### config.mk
export PLATFORM = sky130hd
export DESIGN_NAME = goal_seek_ctrl_flat
export DESIGN_NICKNAME = d
export VERILOG_FILES = /design/src/rtl/goal_seek_ctrl_pkg.sv /design/src/rtl/goal_seek_ctrl_if.sv /design/src/rtl/goal_seek_ctrl_rise_detect.sv /design/src/rtl/goal_seek_ctrl.sv /design/src/flat_wrapper.sv
export SDC_FILE = /design/constraint.sdc
export NUM_CORES = 1
export LEC_CHECK = 0
export CAP_MARGIN = 20
export CELL_PAD_IN_SITES_DETAIL_PLACEMENT = 2
export CELL_PAD_IN_SITES_GLOBAL_PLACEMENT = 2
export CORE_AREA = 4 4 83 105
export CTS_CLUSTER_DIAMETER = 120
export CTS_CLUSTER_SIZE = 16
export DETAILED_ROUTE_END_ITERATION = 7
export DIE_AREA = 0 0 87 109
export PLACE_DENSITY = 0.76
export SKIP_CTS_REPAIR_TIMING = 1
export SLEW_MARGIN = 20
export SYNTH_ARGS = -nofsm -noshare
export SYNTH_HDL_FRONTEND = slang
export SYNTH_SLANG_ARGS = --single-unit
### constraint.sdc
create_clock -name clk -period 2.9 [get_ports clk]
set_clock_uncertainty 0.05 [all_clocks]
set_input_delay 0.435 -clock clk [delete_from_list [all_inputs] [get_ports clk]]
set_output_delay 0.435 -clock clk [all_outputs]
set_load 0.01 [all_outputs]
### src/rtl/goal_seek_ctrl_pkg.sv
// Shared types for the goal-seek controller: state encoding, H-bridge drive
// codes and duty-select levels.
package goal_seek_pkg;

  typedef enum logic [2:0] {
    ST_IDLE    = 3'd0,
    ST_SWEEP   = 3'd1,
    ST_ALIGN_R = 3'd2,
    ST_ALIGN_L = 3'd3,
    ST_BACKOFF = 3'd4,
    ST_PAUSE   = 3'd5
  } state_e;

  typedef struct packed {
    logic fwd_a;
    logic fwd_b;
    logic bwd_a;
    logic bwd_b;
  } drive_t;

  localparam drive_t DRV_STOP  = 4'b0000;
  localparam drive_t DRV_SPIN  = 4'b1001;
  localparam drive_t DRV_LEFT  = 4'b0110;
  localparam drive_t DRV_BACK  = 4'b0011;

  typedef enum logic [1:0] {DUTY_MIN, DUTY_MID, DUTY_MAX} duty_e;

  function automatic drive_t drive_of(state_e s);
    case (s)
      ST_SWEEP, ST_ALIGN_R: return DRV_SPIN;
      ST_ALIGN_L:           return DRV_LEFT;
      ST_BACKOFF:           return DRV_BACK;
      default:              return DRV_STOP;
    endcase
  endfunction

  function automatic duty_e duty_of(state_e s);
    case (s)
      ST_ALIGN_R, ST_ALIGN_L: return DUTY_MID;
      ST_BACKOFF:             return DUTY_MAX;
      default:                return DUTY_MIN;
    endcase
  endfunction

  // min = 0, mid = MSB only, max = all ones, for any duty width
  function automatic logic [31:0] duty_code(duty_e d, int unsigned w);
    case (d)
      DUTY_MIN: return 32'd0;
      DUTY_MID: return 32'd1 << (w - 1);
      default:  return (32'd1 << w) - 32'd1;
    endcase
  endfunction

endpackage

### src/rtl/goal_seek_ctrl_if.sv
// Sensor inputs and motor/status outputs of the goal-seek controller.
interface goal_seek_ctrl_if #(
  parameter int N_CH   = 2,
  parameter int DUTY_W = 2
);
  localparam int SEL_W = (N_CH > 1) ? $clog2(N_CH) : 1;

  logic              enable;
  logic              pause;
  logic              inductance;
  logic [N_CH-1:0]   ir_hit;
  logic [SEL_W-1:0]  target_sel;
  logic              fwd_a, fwd_b, bwd_a, bwd_b;
  logic [DUTY_W-1:0] duty_a, duty_b;
  logic              done;
  logic              timeout;
  logic [2:0]        state_o;

  modport master (
    output enable, pause, inductance, ir_hit, target_sel,
    input  fwd_a, fwd_b, bwd_a, bwd_b, duty_a, duty_b, done, timeout, state_o
  );

  modport slave (
    input  enable, pause, inductance, ir_hit, target_sel,
    output fwd_a, fwd_b, bwd_a, bwd_b, duty_a, duty_b, done, timeout, state_o
  );
endinterface

### src/rtl/goal_seek_ctrl_rise_detect.sv
// Registered rising-edge detector; the reset value of the history register
// decides whether a level already high at reset release counts as an edge.
module rise_detect #(
  parameter logic RST_VAL = 1'b0
) (
  input  logic clk,
  input  logic rst,
  input  logic d_i,
  output logic rise_o
);
  logic d_q;

  always_ff @(posedge clk or posedge rst)
    if (rst) d_q <= RST_VAL;
    else     d_q <= d_i;

  assign rise_o = d_i & ~d_q;
endmodule

### src/rtl/goal_seek_ctrl.sv
// Goal-seek FSM: sweeps for the IR beacon, aligns on it, backs off the
// boundary wire, and can be paused or aborted at any time.
module goal_seek_ctrl
  import goal_seek_pkg::*;
#(
  parameter int N_CH           = 2,
  parameter int CNT_W          = 29,
  parameter int ALIGN_CYCLES   = 100_000_000,
  parameter int BACKOFF_CYCLES = 200_000_000,
  parameter int SWEEP_TIMEOUT  = 500_000_000,
  parameter int DUTY_W         = 2
) (
  input  logic           clk,
  input  logic           rst,
  goal_seek_ctrl_if.slave bus
);
  logic              en_rise;
  state_e            state_q, state_d, saved_q, saved_d;
  logic [CNT_W-1:0]  cnt_q, cnt_d, cnt_inc, cnt_lim;
  logic [N_CH-1:0]   tgt_mask;
  logic              tgt_hit, decoy_hit, done_d, timeout_d;
  drive_t            drv_q;
  logic [DUTY_W-1:0] duty_q;
  logic              done_q, timeout_q;

  // History resets high so an enable held through reset is not an edge
  rise_detect #(.RST_VAL(1'b1)) u_en_rise (
    .clk   (clk),
    .rst   (rst),
    .d_i   (bus.enable),
    .rise_o(en_rise)
  );

  always_comb begin
    tgt_mask = '0;
    if (32'(bus.target_sel) < N_CH) tgt_mask[bus.target_sel] = 1'b1;
  end

  assign tgt_hit   = |(bus.ir_hit & tgt_mask);
  assign decoy_hit = |(bus.ir_hit & ~tgt_mask);
  assign cnt_inc   = (&cnt_q) ? cnt_q : cnt_q + 1'b1;

  always_comb begin
    case (state_q)
      ST_SWEEP:   cnt_lim = CNT_W'(SWEEP_TIMEOUT - 1);
      ST_BACKOFF: cnt_lim = CNT_W'(BACKOFF_CYCLES - 1);
      default:    cnt_lim = CNT_W'(ALIGN_CYCLES - 1);
    endcase
  end

  always_comb begin
    state_d   = state_q;
    saved_d   = saved_q;
    cnt_d     = cnt_q;
    done_d    = 1'b0;
    timeout_d = 1'b0;
    if (state_q != ST_IDLE && !bus.enable) begin
      state_d = ST_IDLE;
      cnt_d   = '0;
    end else begin
      case (state_q)
        ST_IDLE: if (en_rise) begin
          state_d = ST_SWEEP;
          cnt_d   = '0;
        end
        // counter was held on entry, so resuming restores both state and count
        ST_PAUSE: if (!bus.pause) state_d = saved_q;
        default: begin
          if (bus.pause) begin
            state_d = ST_PAUSE;
            saved_d = state_q;
          end else if (bus.inductance && state_q != ST_BACKOFF) begin
            state_d = ST_BACKOFF;
            cnt_d   = '0;
          end else if (state_q == ST_SWEEP && (tgt_hit || decoy_hit)) begin
            state_d = tgt_hit ? ST_ALIGN_R : ST_ALIGN_L;
            cnt_d   = '0;
          end else if (cnt_q == cnt_lim) begin
            cnt_d = '0;
            case (state_q)
              ST_SWEEP: begin
                state_d   = ST_IDLE;
                timeout_d = 1'b1;
              end
              ST_BACKOFF: state_d = bus.inductance ? ST_BACKOFF : ST_SWEEP;
              default: begin
                state_d = ST_IDLE;
                done_d  = 1'b1;
              end
            endcase
          end else begin
            cnt_d = cnt_inc;
          end
        end
      endcase
    end
  end

  always_ff @(posedge clk or posedge rst)
    if (rst) begin
      state_q   <= ST_IDLE;
      saved_q   <= ST_IDLE;
      cnt_q     <= '0;
      drv_q     <= DRV_STOP;
      duty_q    <= '0;
      done_q    <= 1'b0;
      timeout_q <= 1'b0;
    end else begin
      state_q   <= state_d;
      saved_q   <= saved_d;
      cnt_q     <= cnt_d;
      drv_q     <= drive_of(state_d);
      duty_q    <= DUTY_W'(duty_code(duty_of(state_d), DUTY_W));
      done_q    <= done_d;
      timeout_q <= timeout_d;
    end

  assign bus.fwd_a   = drv_q.fwd_a;
  assign bus.fwd_b   = drv_q.fwd_b;
  assign bus.bwd_a   = drv_q.bwd_a;
  assign bus.bwd_b   = drv_q.bwd_b;
  assign bus.duty_a  = duty_q;
  assign bus.duty_b  = duty_q;
  assign bus.done    = done_q;
  assign bus.timeout = timeout_q;
  assign bus.state_o = state_q;
endmodule
### src/flat_wrapper.sv
// flat-port wrapper written by rule: the top's interface ports become plain ports
module goal_seek_ctrl_flat import goal_seek_pkg::*;
#(
  parameter int N_CH           = 2,
  parameter int CNT_W          = 29,
  parameter int ALIGN_CYCLES   = 100_000_000,
  parameter int BACKOFF_CYCLES = 200_000_000,
  parameter int SWEEP_TIMEOUT  = 500_000_000,
  parameter int DUTY_W         = 2
)
  (clk, rst, bus_enable, bus_pause, bus_inductance, bus_ir_hit, bus_target_sel, bus_fwd_a, bus_fwd_b, bus_bwd_a, bus_bwd_b, bus_duty_a, bus_duty_b, bus_done, bus_timeout, bus_state_o);
  goal_seek_ctrl_if #(.N_CH(N_CH), .DUTY_W(DUTY_W)) bus_i ();
  input  logic clk;
  input  logic rst;
  input wire logic [$bits(bus_i.enable)-1:0] bus_enable;
  input wire logic [$bits(bus_i.pause)-1:0] bus_pause;
  input wire logic [$bits(bus_i.inductance)-1:0] bus_inductance;
  input wire logic [$bits(bus_i.ir_hit)-1:0] bus_ir_hit;
  input wire logic [$bits(bus_i.target_sel)-1:0] bus_target_sel;
  output wire logic [$bits(bus_i.fwd_a)-1:0] bus_fwd_a;
  output wire logic [$bits(bus_i.fwd_b)-1:0] bus_fwd_b;
  output wire logic [$bits(bus_i.bwd_a)-1:0] bus_bwd_a;
  output wire logic [$bits(bus_i.bwd_b)-1:0] bus_bwd_b;
  output wire logic [$bits(bus_i.duty_a)-1:0] bus_duty_a;
  output wire logic [$bits(bus_i.duty_b)-1:0] bus_duty_b;
  output wire logic [$bits(bus_i.done)-1:0] bus_done;
  output wire logic [$bits(bus_i.timeout)-1:0] bus_timeout;
  output wire logic [$bits(bus_i.state_o)-1:0] bus_state_o;
  assign bus_i.enable = bus_enable;
  assign bus_i.pause = bus_pause;
  assign bus_i.inductance = bus_inductance;
  assign bus_i.ir_hit = bus_ir_hit;
  assign bus_i.target_sel = bus_target_sel;
  assign bus_fwd_a = bus_i.fwd_a;
  assign bus_fwd_b = bus_i.fwd_b;
  assign bus_bwd_a = bus_i.bwd_a;
  assign bus_bwd_b = bus_i.bwd_b;
  assign bus_duty_a = bus_i.duty_a;
  assign bus_duty_b = bus_i.duty_b;
  assign bus_done = bus_i.done;
  assign bus_timeout = bus_i.timeout;
  assign bus_state_o = bus_i.state_o;
  goal_seek_ctrl #(.N_CH(N_CH), .CNT_W(CNT_W), .ALIGN_CYCLES(ALIGN_CYCLES), .BACKOFF_CYCLES(BACKOFF_CYCLES), .SWEEP_TIMEOUT(SWEEP_TIMEOUT), .DUTY_W(DUTY_W)) u_core (.clk(clk), .rst(rst), .bus(bus_i));
endmodule
==> out/qor.yml, run 1 <==
status: "finished, final reports clean"
die_width_um: 87
grt_first_pass_wirelength_um: 14200
grt_pass1_vias: 2795
synth_edf_count: 0
routedWlPerCell_um: 19.0
critPathArrivalTime_ns: 2.79
dieArea_mm2: 0.00948
finalInstanceArea_mm2: 0.00309
clk_pin_slew_ns: 0.09
internal-power_mw: 0.997
final.min_clock_period_ns: 2.65
max_freq_mhz: 378
yosys.area.top_type_share_pct: 40.7
grt_max_degree: 45
p_leak_nw: 1.24
rsz0062_at_grt: "false"
finalCritPeriodShare_pct: 91.3
maxSlewViolCount: 0
clock_sinks: 44
p_switching_mw: 0.491
ys_async_sr_fraction_pct: 100
antenna_cells: 0
first_pass_iters: 4
maxCapViolCount: 0
ios: 21
synth_area_leaders: "dfrtp_1, o21ai_1, nand2_1"
drive_gt1_share_pct: 12.1
wl_um: 8080
comb_power_share_pct: 26.8
synth_commonest_cells: "dfrtp_1, nand2_1, o21ai_1, a21oi_1, o21ai_0"
final_nets: 338
critPathBufInv: 1
cts_max_path_buffers: 2
hold_path_class: "reg -> reg"
worstPathRequired_ns: 3.04
power.density_mw_per_mm2: 481
worstHoldPathCells: 1
die_h_um: 109
via_per_inst: 5.96
ir_drop_v: 0.000193
tns_ns: 0
fill_cells: 865
io_buffers: 20
relSlewSlack_pct: 60.7
yosysSeqAreaShare_pct: 41.7
synth.distinct_cells: 60
crit_family: "simple AND/OR/NAND/NOR gates"
clock_latency_ns: 0.31
cts_buffers: 5
antenna_found_initial: 0
start_util_pct: 34.3
h-tree-depth: 2
pwr-share-seq_pct: 45.3
cpPeakStageDelay_ns: 0.45
r2r_cells: 9
root_buffer: "clkbuf_8"
drt_iter0_markers: 78
place_area_mm2: 0.00299
fp.coreArea_mm2: 0.00770
worst_path_max_delay_cell: "or4_4"
gp_congestion: 0.798
worst_pin_slew_ns: 0.589
synthToLayoutAreaGrowth_pct: 17.0
syn_area_mm2: 0.00265
antenna_left: 0
multiInputGateArea_mm2: 0.00144
critPathCaptureType: "flip-flop"
path_class: "reg -> reg"
path_depth: 9
swShare_pct: 33.0
synth_ff_type: "dfrtp_1"
synth.most_common_cell: "dfrtp_1"
grtUsageTotal_pct: 19.0
synth.avg_cell_area_um2: 8.67
crit_fanout: 29
ys_ff_latch: 44
route.detailed.drc: 0
worstSetupStartpointType: "flip-flop"
gr-total-overflow: 0
p_clk_share_pct: 27.9
finalHoldViolations: 0
crit_chain: "ha_1, nand4_1, or2_2, or4_4, o21ai_2, buf_6, a41oi_1, o21ai_0, o31ai_1"
fin_hold_ws_ns: 0.476
tritoncts: "built"
dp_hpwl_um: 5810
postSynthCellCount: 305
rrSetupSlack_ns: 0.25
setup_viol: 0
syn_nets: 314
yosys_warnings: 0
yosysTopAreaCell: "dfrtp_1"
seq_area_mm2: 0.00110
via_count: 2533
rows: 36
[final cells by class]
type | instances | share of cell area (%)
Clock buffer | 6 | 2.67
Clock inverter | 2 | 0.323
Inverter | 5 | 0.607
Multi-Input combinational cell | 237 | 46.5
Sequential cell | 44 | 35.6
Tap cell | 95 | 3.84
Timing Repair Buffer | 36 | 10.5
[power groups by stage]
stage	sequential, mW	combinational [mW]	clock, mW
after floorplan	0.688	0.234	0
after global placement	0.682	0.389	0
after detailed placement	0.686	0.402	0
after CTS	0.674	0.403	0.434
after global routing	0.679	0.450	0.462
final	0.674	0.399	0.415
[routing by layer]
layer	part of all wire, %	vias to the layer above	GRT usage (%)
met2	54	36	35.5
met4	2.0	0	6.01
li1	-	1184	-
met5	0	-	0
met3	2.5	12	2.57
met1	42	1301	22.0
[flip-flops by register name (all words and copies together) (netlist names)]
register	count
u_core.bus.bwd_a	1
u_core.bus.bwd_b	1
u_core.bus.done	1
u_core.bus.duty_a	2
u_core.bus.fwd_a	1
u_core.bus.fwd_b	1
u_core.bus.state_o	3
u_core.bus.timeout	1
u_core.cnt_q	29
u_core.saved_q	3
u_core.u_en_rise.d_q	1
[worst reg2reg max path, stage by stage, from the launching register on]
cell,delay (ns)
dfrtp_1,0.42
ha_1,0.26
nand4_1,0.17
or2_2,0.35
or4_4,0.45
o21ai_2,0.19
buf_6,0.27
a41oi_1,0.08
o21ai_0,0.20
o31ai_1,0.10
[per-stage QoR]
step,worst slack [ns],instances,util (%),total power [mW]
4_1_cts,0.132,425,40.0,1.51
5_1_grt,0.0386,425,40.2,1.59
2_1_floorplan,0.427,305,-,0.922
6_report,0.254,425,40.2,1.49
3_3_place_gp,0.206,417,38.8,1.07
3_5_place_dp,0.161,417,38.8,1.09
[logic make-up (layout without fill, tap and decap cells)]
group / after synthesis / after routing / synth area share [%]
muxes: 6 / 6 / 2.37
AOI/OAI and AO/OA: 107 / 107 / 25.0
adders and majority gates: 1 / 1 / 0.473
xor gates and xnor gates: 1 / 1 / 0.331
DFF: 44 / 44 / 41.7
buffers and inverters: 24 / 49 / 4.26
and+or+nand+nor: 122 / 122 / 25.9
[worst paths after layout]
| path | from | to |
|---|---|---|
| max in group asynchronous | rst | u_core.cnt_q[11] |
| worst min register to register | u_core.cnt_q[23] | u_core.cnt_q[23] |
| worst max-delay path | u_core.cnt_q[0] | u_core.cnt_q[12] |
| worst max register to register | u_core.cnt_q[0] | u_core.cnt_q[12] |
| worst min-delay path | u_core.cnt_q[23] | u_core.cnt_q[23] |
| min in group asynchronous | rst | u_core.cnt_q[25] |
[cells in the final DEF (no fill, tap or decap), types with 3 or more instances in the layout]
cell,instances
buf_4,15
clkbuf_8,6
a31oi_1,6
and4_1,3
nand2_1,31
mux2i_1,4
and2_1,3
clkdlybuf4s50_1,20
or2_2,4
nor2b_1,6
o21ai_1,27
o21ai_0,19
inv_1,4
a21oi_1,20
and3_1,5
nor3_1,7
nor2_1,12
a22oi_1,3
nand3_1,13
nand2b_1,5
o31ai_1,8
dfrtp_1,43
nand4_1,13
No activity file was read; power rests on OpenSTA's default activity.
==> run 2: changes to the inputs <==
--- a/config.mk
+++ b/config.mk
@@ -8,14 +8,14 @@
 export CAP_MARGIN = 20
 export CELL_PAD_IN_SITES_DETAIL_PLACEMENT = 2
 export CELL_PAD_IN_SITES_GLOBAL_PLACEMENT = 2
-export CORE_AREA = 4 4 83 105
+export CORE_AREA = 2 2 81 103
 export CTS_CLUSTER_DIAMETER = 120
 export CTS_CLUSTER_SIZE = 16
 export DETAILED_ROUTE_END_ITERATION = 7
-export DIE_AREA = 0 0 87 109
+export DIE_AREA = 0 0 83 105
 export PLACE_DENSITY = 0.76
 export SKIP_CTS_REPAIR_TIMING = 1
-export SLEW_MARGIN = 20
+export SLEW_MARGIN = 0
 export SYNTH_ARGS = -nofsm -noshare
 export SYNTH_HDL_FRONTEND = slang
 export SYNTH_SLANG_ARGS = --single-unit
==> run 2 against run 1 <==
Net effect: via count is 0.59% lower; setup slack worse by 0.084 ns; fmax down 3.1%; largest power group unchanged; combinational power increased by 5.8%; hold slack worse by 0.023 ns; flip-flop and latch count unchanged; power rose by 0.94%.
==> out/qor.yml, run 2 (synthesis results as in run 1) <==
synthToLayoutAreaGrowth_pct: 18.7  # was 17.0%
h-tree-depth: 2  # unchanged
grt_first_pass_wirelength_um: 14200  # about the same
max_freq_mhz: 366  # was 378 MHz
largest-register: "u_core.cnt_q"  # unchanged
finalCritPeriodShare_pct: 94.2  # was 91.3%
worst_path_max_delay_cell: "or4_4"  # unchanged
root_buffer: "clkbuf_8"  # unchanged
antenna_left: 0  # unchanged
drt_iter0_markers: 56  # was 78
path_depth: 7  # was 9
wl_um: 8420  # was 8080 µm
finalInstanceArea_mm2: 0.00314  # was 0.00309 mm²
crit_fanout: 29  # unchanged
drive_gt1_share_pct: 13.5  # was 12.1%
cp-startpoint: "u_core.bus.state_o[2]"  # was u_core.cnt_q[0]
largest_reg_flops: 29  # unchanged
path_class: "reg -> reg"  # unchanged
gr-total-overflow: 0  # unchanged
worstSetupStartpointType: "flip-flop"  # unchanged
route.detailed.drc: 0  # unchanged
antenna_cells: 0  # unchanged
worstPathRequired_ns: 3.05  # was 3.04 ns
final.min_clock_period_ns: 2.73  # was 2.65 ns
final_nets: 342  # was 338
clock_sinks: 44  # unchanged
layout_commonest_cell: "dfrtp_1"  # unchanged
first_pass_iters: 4  # unchanged
ios: 21  # unchanged
die_width_um: 83  # was 87 µm
grt_pass1_vias: 2801  # was 2,795
tritoncts: "built"  # unchanged
maxSlewViolCount: 0  # unchanged
p_switching_mw: 0.514  # was 0.491 mW
cpPeakStageDelay_ns: 0.52  # was 0.45 ns
status: "finished, final reports clean"  # unchanged
pwr-share-seq_pct: 44.6  # was 45.3%
finalHoldViolations: 0  # unchanged
place_area_mm2: 0.00303  # was 0.00299 mm²
crit_chain: "nor3b_1, mux2_2, or4_4, o21ai_2, buf_6, o21ai_1, a32o_1"  # was ha_1, nand4_1, or2_2, or4_4, o21ai_2, buf_6, a41oi_1, o21ai_0, o31ai_1
p_clk_share_pct: 27.4  # was 27.9%
critPathCaptureType: "flip-flop"  # unchanged
maxCapViolCount: 0  # unchanged
internal-power_mw: 0.988  # was 0.997 mW
relSlewSlack_pct: 61.1  # was 60.7%
clk_pin_slew_ns: 0.09  # about the same
gp_congestion: 0.817  # was 0.798
cts_buffers: 5  # unchanged
clock_latency_ns: 0.31  # about the same
worst_pin_slew_ns: 0.582  # was 0.589 ns
cts_max_path_buffers: 2  # unchanged
rows: 36  # unchanged
power_mw: 1.50  # was 1.49 mW
r2r_cells: 7  # was 9
critPathBufInv: 1  # unchanged
hold_path_class: "in -> async"  # was reg -> reg
comb_power_share_pct: 28.1  # was 26.8%
power.density_mw_per_mm2: 478  # was 481 mW/mm²
start_util_pct: 34.3  # unchanged
via_per_inst: 5.87  # was 5.96
grt_max_degree: 30  # was 45
via_count: 2518  # was 2,533
fp.coreArea_mm2: 0.00770  # unchanged
setup_slack_ns: 0.169  # was 0.254 ns
layout_common_cells: "dfrtp_1, nand2_1, o21ai_1"  # unchanged
dp_hpwl_um: 6130  # was 5810 µm
dieArea_mm2: 0.00872  # was 0.00948 mm²
critPathArrivalTime_ns: 2.88  # was 2.79 ns
io_buffers: 20  # unchanged
die_h_um: 105  # was 109 µm
tns_ns: 0  # unchanged
ir_drop_v: 0.000231  # was 0.000193 V
swShare_pct: 34.2  # was 33.0%
routedWlPerCell_um: 19.6  # was 19.0 µm
p_leak_nw: 1.25  # was 1.24 nW
grtUsageTotal_pct: 19.8  # was 19.0%
crit_family: "simple AND/OR/NAND/NOR gates"  # unchanged
antenna_found_initial: 0  # unchanged
setup_viol: 0  # unchanged
place_ws_ns: 0.0488  # was 0.161 ns
regToRegStartpoint: "u_core.bus.state_o[2]"  # was u_core.cnt_q[0]
==> run 2: metrics by stage <==
| step | instances | hold WS, ns | utilization (%) |
|---|---|---|---|
| 6_report | 429 | 0.453 | 40.8 |
| 5_1_grt | 429 | 0.514 | 40.8 |
| 4_1_cts | 429 | 0.474 | 40.6 |
| 3_5_place_dp | 421 | 0.465 | 39.4 |
| 3_3_place_gp | 421 | 0.454 | 39.4 |
| 2_1_floorplan | 305 | 0.389 | - |
==> run 2: area by class of cell <==
class / instances / area [µm²]
fill: 871 / 4560
multi-input combinational: 237 / 1440
sequential: 44 / 1100
timing repair buffer: 40 / 367
tap: 95 / 119
clock buffer: 5 / 68.8
clock inverter: 3 / 23.8
inverter: 5 / 18.8
==> run 2: power groups by stage <==
stage	sequential [mW]	clock (mW)	combinational, mW
detailed placement	0.682	0	0.422
finish	0.669	0.411	0.422
global placement	0.680	0	0.405
CTS	0.670	0.424	0.425
floorplan	0.688	0	0.234
global route	0.675	0.442	0.465
==> run 2: final timing paths <==
| kind | to | slack, ns |
|---|---|---|
| setup / recovery | u_core.cnt_q[1] | 0.17 |
| hold / removal | u_core.saved_q[0] | 0.45 |
| setup reg to reg | u_core.cnt_q[1] | 0.17 |
| hold reg to reg | u_core.cnt_q[4] | 0.47 |
| max in group asynchronous | u_core.cnt_q[4] | 1.82 |
| min in group clk | u_core.cnt_q[4] | 0.47 |
==> run 2: worst reg2reg max path, stage by stage, from the launching register on <==
cell and delay [ns]:
dfrtp_1 0.44, nor3b_1 0.39, mux2_2 0.40, or4_4 0.52
o21ai_2 0.19, buf_6 0.27, o21ai_1 0.14, a32o_1 0.22
==> run 2: per-layer routing <==
metal  GRT usage [%]  wire length, µm  part of all wire, %
met2            36.5             4470                   53
met4            6.56              176                  2.1
met5               0                0                    0
met3            2.45              136                  1.6
met1            23.5             3630                   43
==> patch (settings of run 2) <==
`DUTY_W` is set to 2 in 3 places; all go to 4.
--- a/src/rtl/goal_seek_ctrl_if.sv
+++ b/src/rtl/goal_seek_ctrl_if.sv
@@ -1,7 +1,7 @@
 // Sensor inputs and motor/status outputs of the goal-seek controller.
 interface goal_seek_ctrl_if #(
   parameter int N_CH   = 2,
-  parameter int DUTY_W = 2
+  parameter int DUTY_W = 4
 );
   localparam int SEL_W = (N_CH > 1) ? $clog2(N_CH) : 1;
 
--- a/src/rtl/goal_seek_ctrl.sv
+++ b/src/rtl/goal_seek_ctrl.sv
@@ -8,7 +8,7 @@
   parameter int ALIGN_CYCLES   = 100_000_000,
   parameter int BACKOFF_CYCLES = 200_000_000,
   parameter int SWEEP_TIMEOUT  = 500_000_000,
-  parameter int DUTY_W         = 2
+  parameter int DUTY_W         = 4
 ) (
   input  logic           clk,
   input  logic           rst,
--- a/src/flat_wrapper.sv
+++ b/src/flat_wrapper.sv
@@ -6,7 +6,7 @@
   parameter int ALIGN_CYCLES   = 100_000_000,
   parameter int BACKOFF_CYCLES = 200_000_000,
   parameter int SWEEP_TIMEOUT  = 500_000_000,
-  parameter int DUTY_W         = 2
+  parameter int DUTY_W         = 4
 )
   (clk, rst, bus_enable, bus_pause, bus_inductance, bus_ir_hit, bus_target_sel, bus_fwd_a, bus_fwd_b, bus_bwd_a, bus_bwd_b, bus_duty_a, bus_duty_b, bus_done, bus_timeout, bus_state_o);
   goal_seek_ctrl_if #(.N_CH(N_CH), .DUTY_W(DUTY_W)) bus_i ();
Ports: changed (resized bus_duty_a and bus_duty_b); port bits go from 21 to 25. The function was not compared with the original's and may differ.
==> patch against run 2 <==
Sequential power up 0.6%. Wire length is 2.0% lower. Area after synthesis rose by 1.1%. Worst setup slack better by 0.016 ns. Global-route usage is 0.68 points higher. Final area up 1.3%. Sequential cell count is the same. Total power is 1.4% higher.
==> patch: results (changes against run 2) <==
INFO  metric numPortBuffers = 24 (was 20)
INFO  metric wl_met2 = 4.429 mm (was 4.473 mm)
INFO  metric flop_latch_power = 0.000673 W (was 0.000669 W)
INFO  metric power_leakage = 1.275 nW (was 1.249 nW)
INFO  metric r2r_setup_slack = 0.18 ns (was 0.17 ns)
INFO  metric signal_buffers = 44 (was 40)
INFO  metric use_met3 = 3.633% (was 2.449%)
INFO  metric post-place-ws = 0.08036 ns (was 0.04885 ns)
INFO  metric post_detail_place_hpwl = 6.044 mm (was 6.129 mm)
INFO  metric holdWs = 0.4294 ns (was 0.4533 ns)
INFO  metric final_layout_size_suffix_gt1_share = 13.31% (was 13.47%)
INFO  metric wl = 8.251 mm (was 8.416 mm)
INFO  metric max-clock-path-buffers = 2 (unchanged)
INFO  metric vdd.ir_drop.worst = 238.4 uV (was 230.7 uV)
INFO  metric postSynthNetCount = 318 (was 314)
INFO  metric grt_pass1_wl = 14.44 mm (was 14.16 mm)
INFO  metric grtUsageMet1 = 24.08% (was 23.55%)
INFO  metric seq_area_frac_synth = 41.21% (was 41.67%)
INFO  metric area_share_clock_buf_inv = 2.910% (was 2.948%)
INFO  metric placedInstanceArea = 3053 um2 (was 3033 um2)
INFO  metric max_stage_delay = 0.46 ns (was 0.52 ns)
INFO  metric clkPwrFrac = 27.5% (was 27.4%)
INFO  metric via_count = 2525 (was 2518)
INFO  metric post-route-period-util = 93.63% (was 94.17%)
INFO  metric finish.net_count = 346 (was 342)
INFO  metric grt_pass1_vias = 2777 (was 2801)
INFO  metric maxSlewHeadroom = 63.56% (was 61.14%)
INFO  metric drt-initial-drc-count = 87 (was 56)
INFO  metric synth.mux.area_fraction = 2.339% (was 2.365%)
INFO  metric multi_input_logic_area = 1451 um2 (was 1441 um2)
INFO  metric synth-compound-area-share = 24.70% (was 24.98%)
INFO  metric critPathMaxFanout = 5 (was 29)
INFO  metric synth_top_cells_by_area = sky130_fd_sc_hd__dfrtp_1 (40%), sky130_fd_sc_hd__o21ai_1 (5.1%), sky130_fd_sc_hd__nand2_1 (4.3%), sky130_fd_sc_hd__a21oi_1 (3.7%), sky130_fd_sc_hd__o21ai_0 (3.6%) (was sky130_fd_sc_hd__dfrtp_1 (41%), sky130_fd_sc_hd__o21ai_1 (5.1%), sky130_fd_sc_hd__nand2_1 (4.4%), sky130_fd_sc_hd__a21oi_1 (3.8%), sky130_fd_sc_hd__o21ai_0 (3.6%))
INFO  metric grtUsageMet2 = 37.85% (was 36.52%)
INFO  metric critical_path_arrival = 2.87 ns (was 2.88 ns)
INFO  metric switching_power = 0.0005252 W (was 0.0005139 W)
INFO  metric status = finished clean (unchanged)
INFO  metric wl_met3 = 185 um (was 136 um)
INFO  metric clock_tree.htree_level_count = 2 (unchanged)
INFO  metric area.share.sequential = 34.64% (was 35.10%)
-- patch: cell types whose count changed in the layout (fill, tap and decap cells not counted), sizes merged --
cell           change
clkdlybuf4s50      +4
-- patch: metrics by stage --
| step | instances | power (W) |
|---|---|---|
| after floorplan | 309 | 0.0009379 |
| after global placement | 423 | 0.001101 |
| after detailed placement | 424 | 0.001114 |
| after CTS | 432 | 0.001535 |
| after global routing | 433 | 0.001614 |
| final | 433 | 0.001524 |
-- patch: final timing paths --
kind,start,endpoint,cells after the start
hold reg to reg,u_core.cnt_q[23],u_core.cnt_q[23],1
setup reg to reg,u_core.bus.state_o[0],u_core.bus.duty_a[3],8
max in group asynchronous,rst,u_core.cnt_q[13],3
min in group clk,u_core.cnt_q[23],u_core.cnt_q[23],1
setup / recovery,u_core.bus.state_o[0],u_core.bus.duty_a[3],8
hold / removal,rst,u_core.cnt_q[24],2
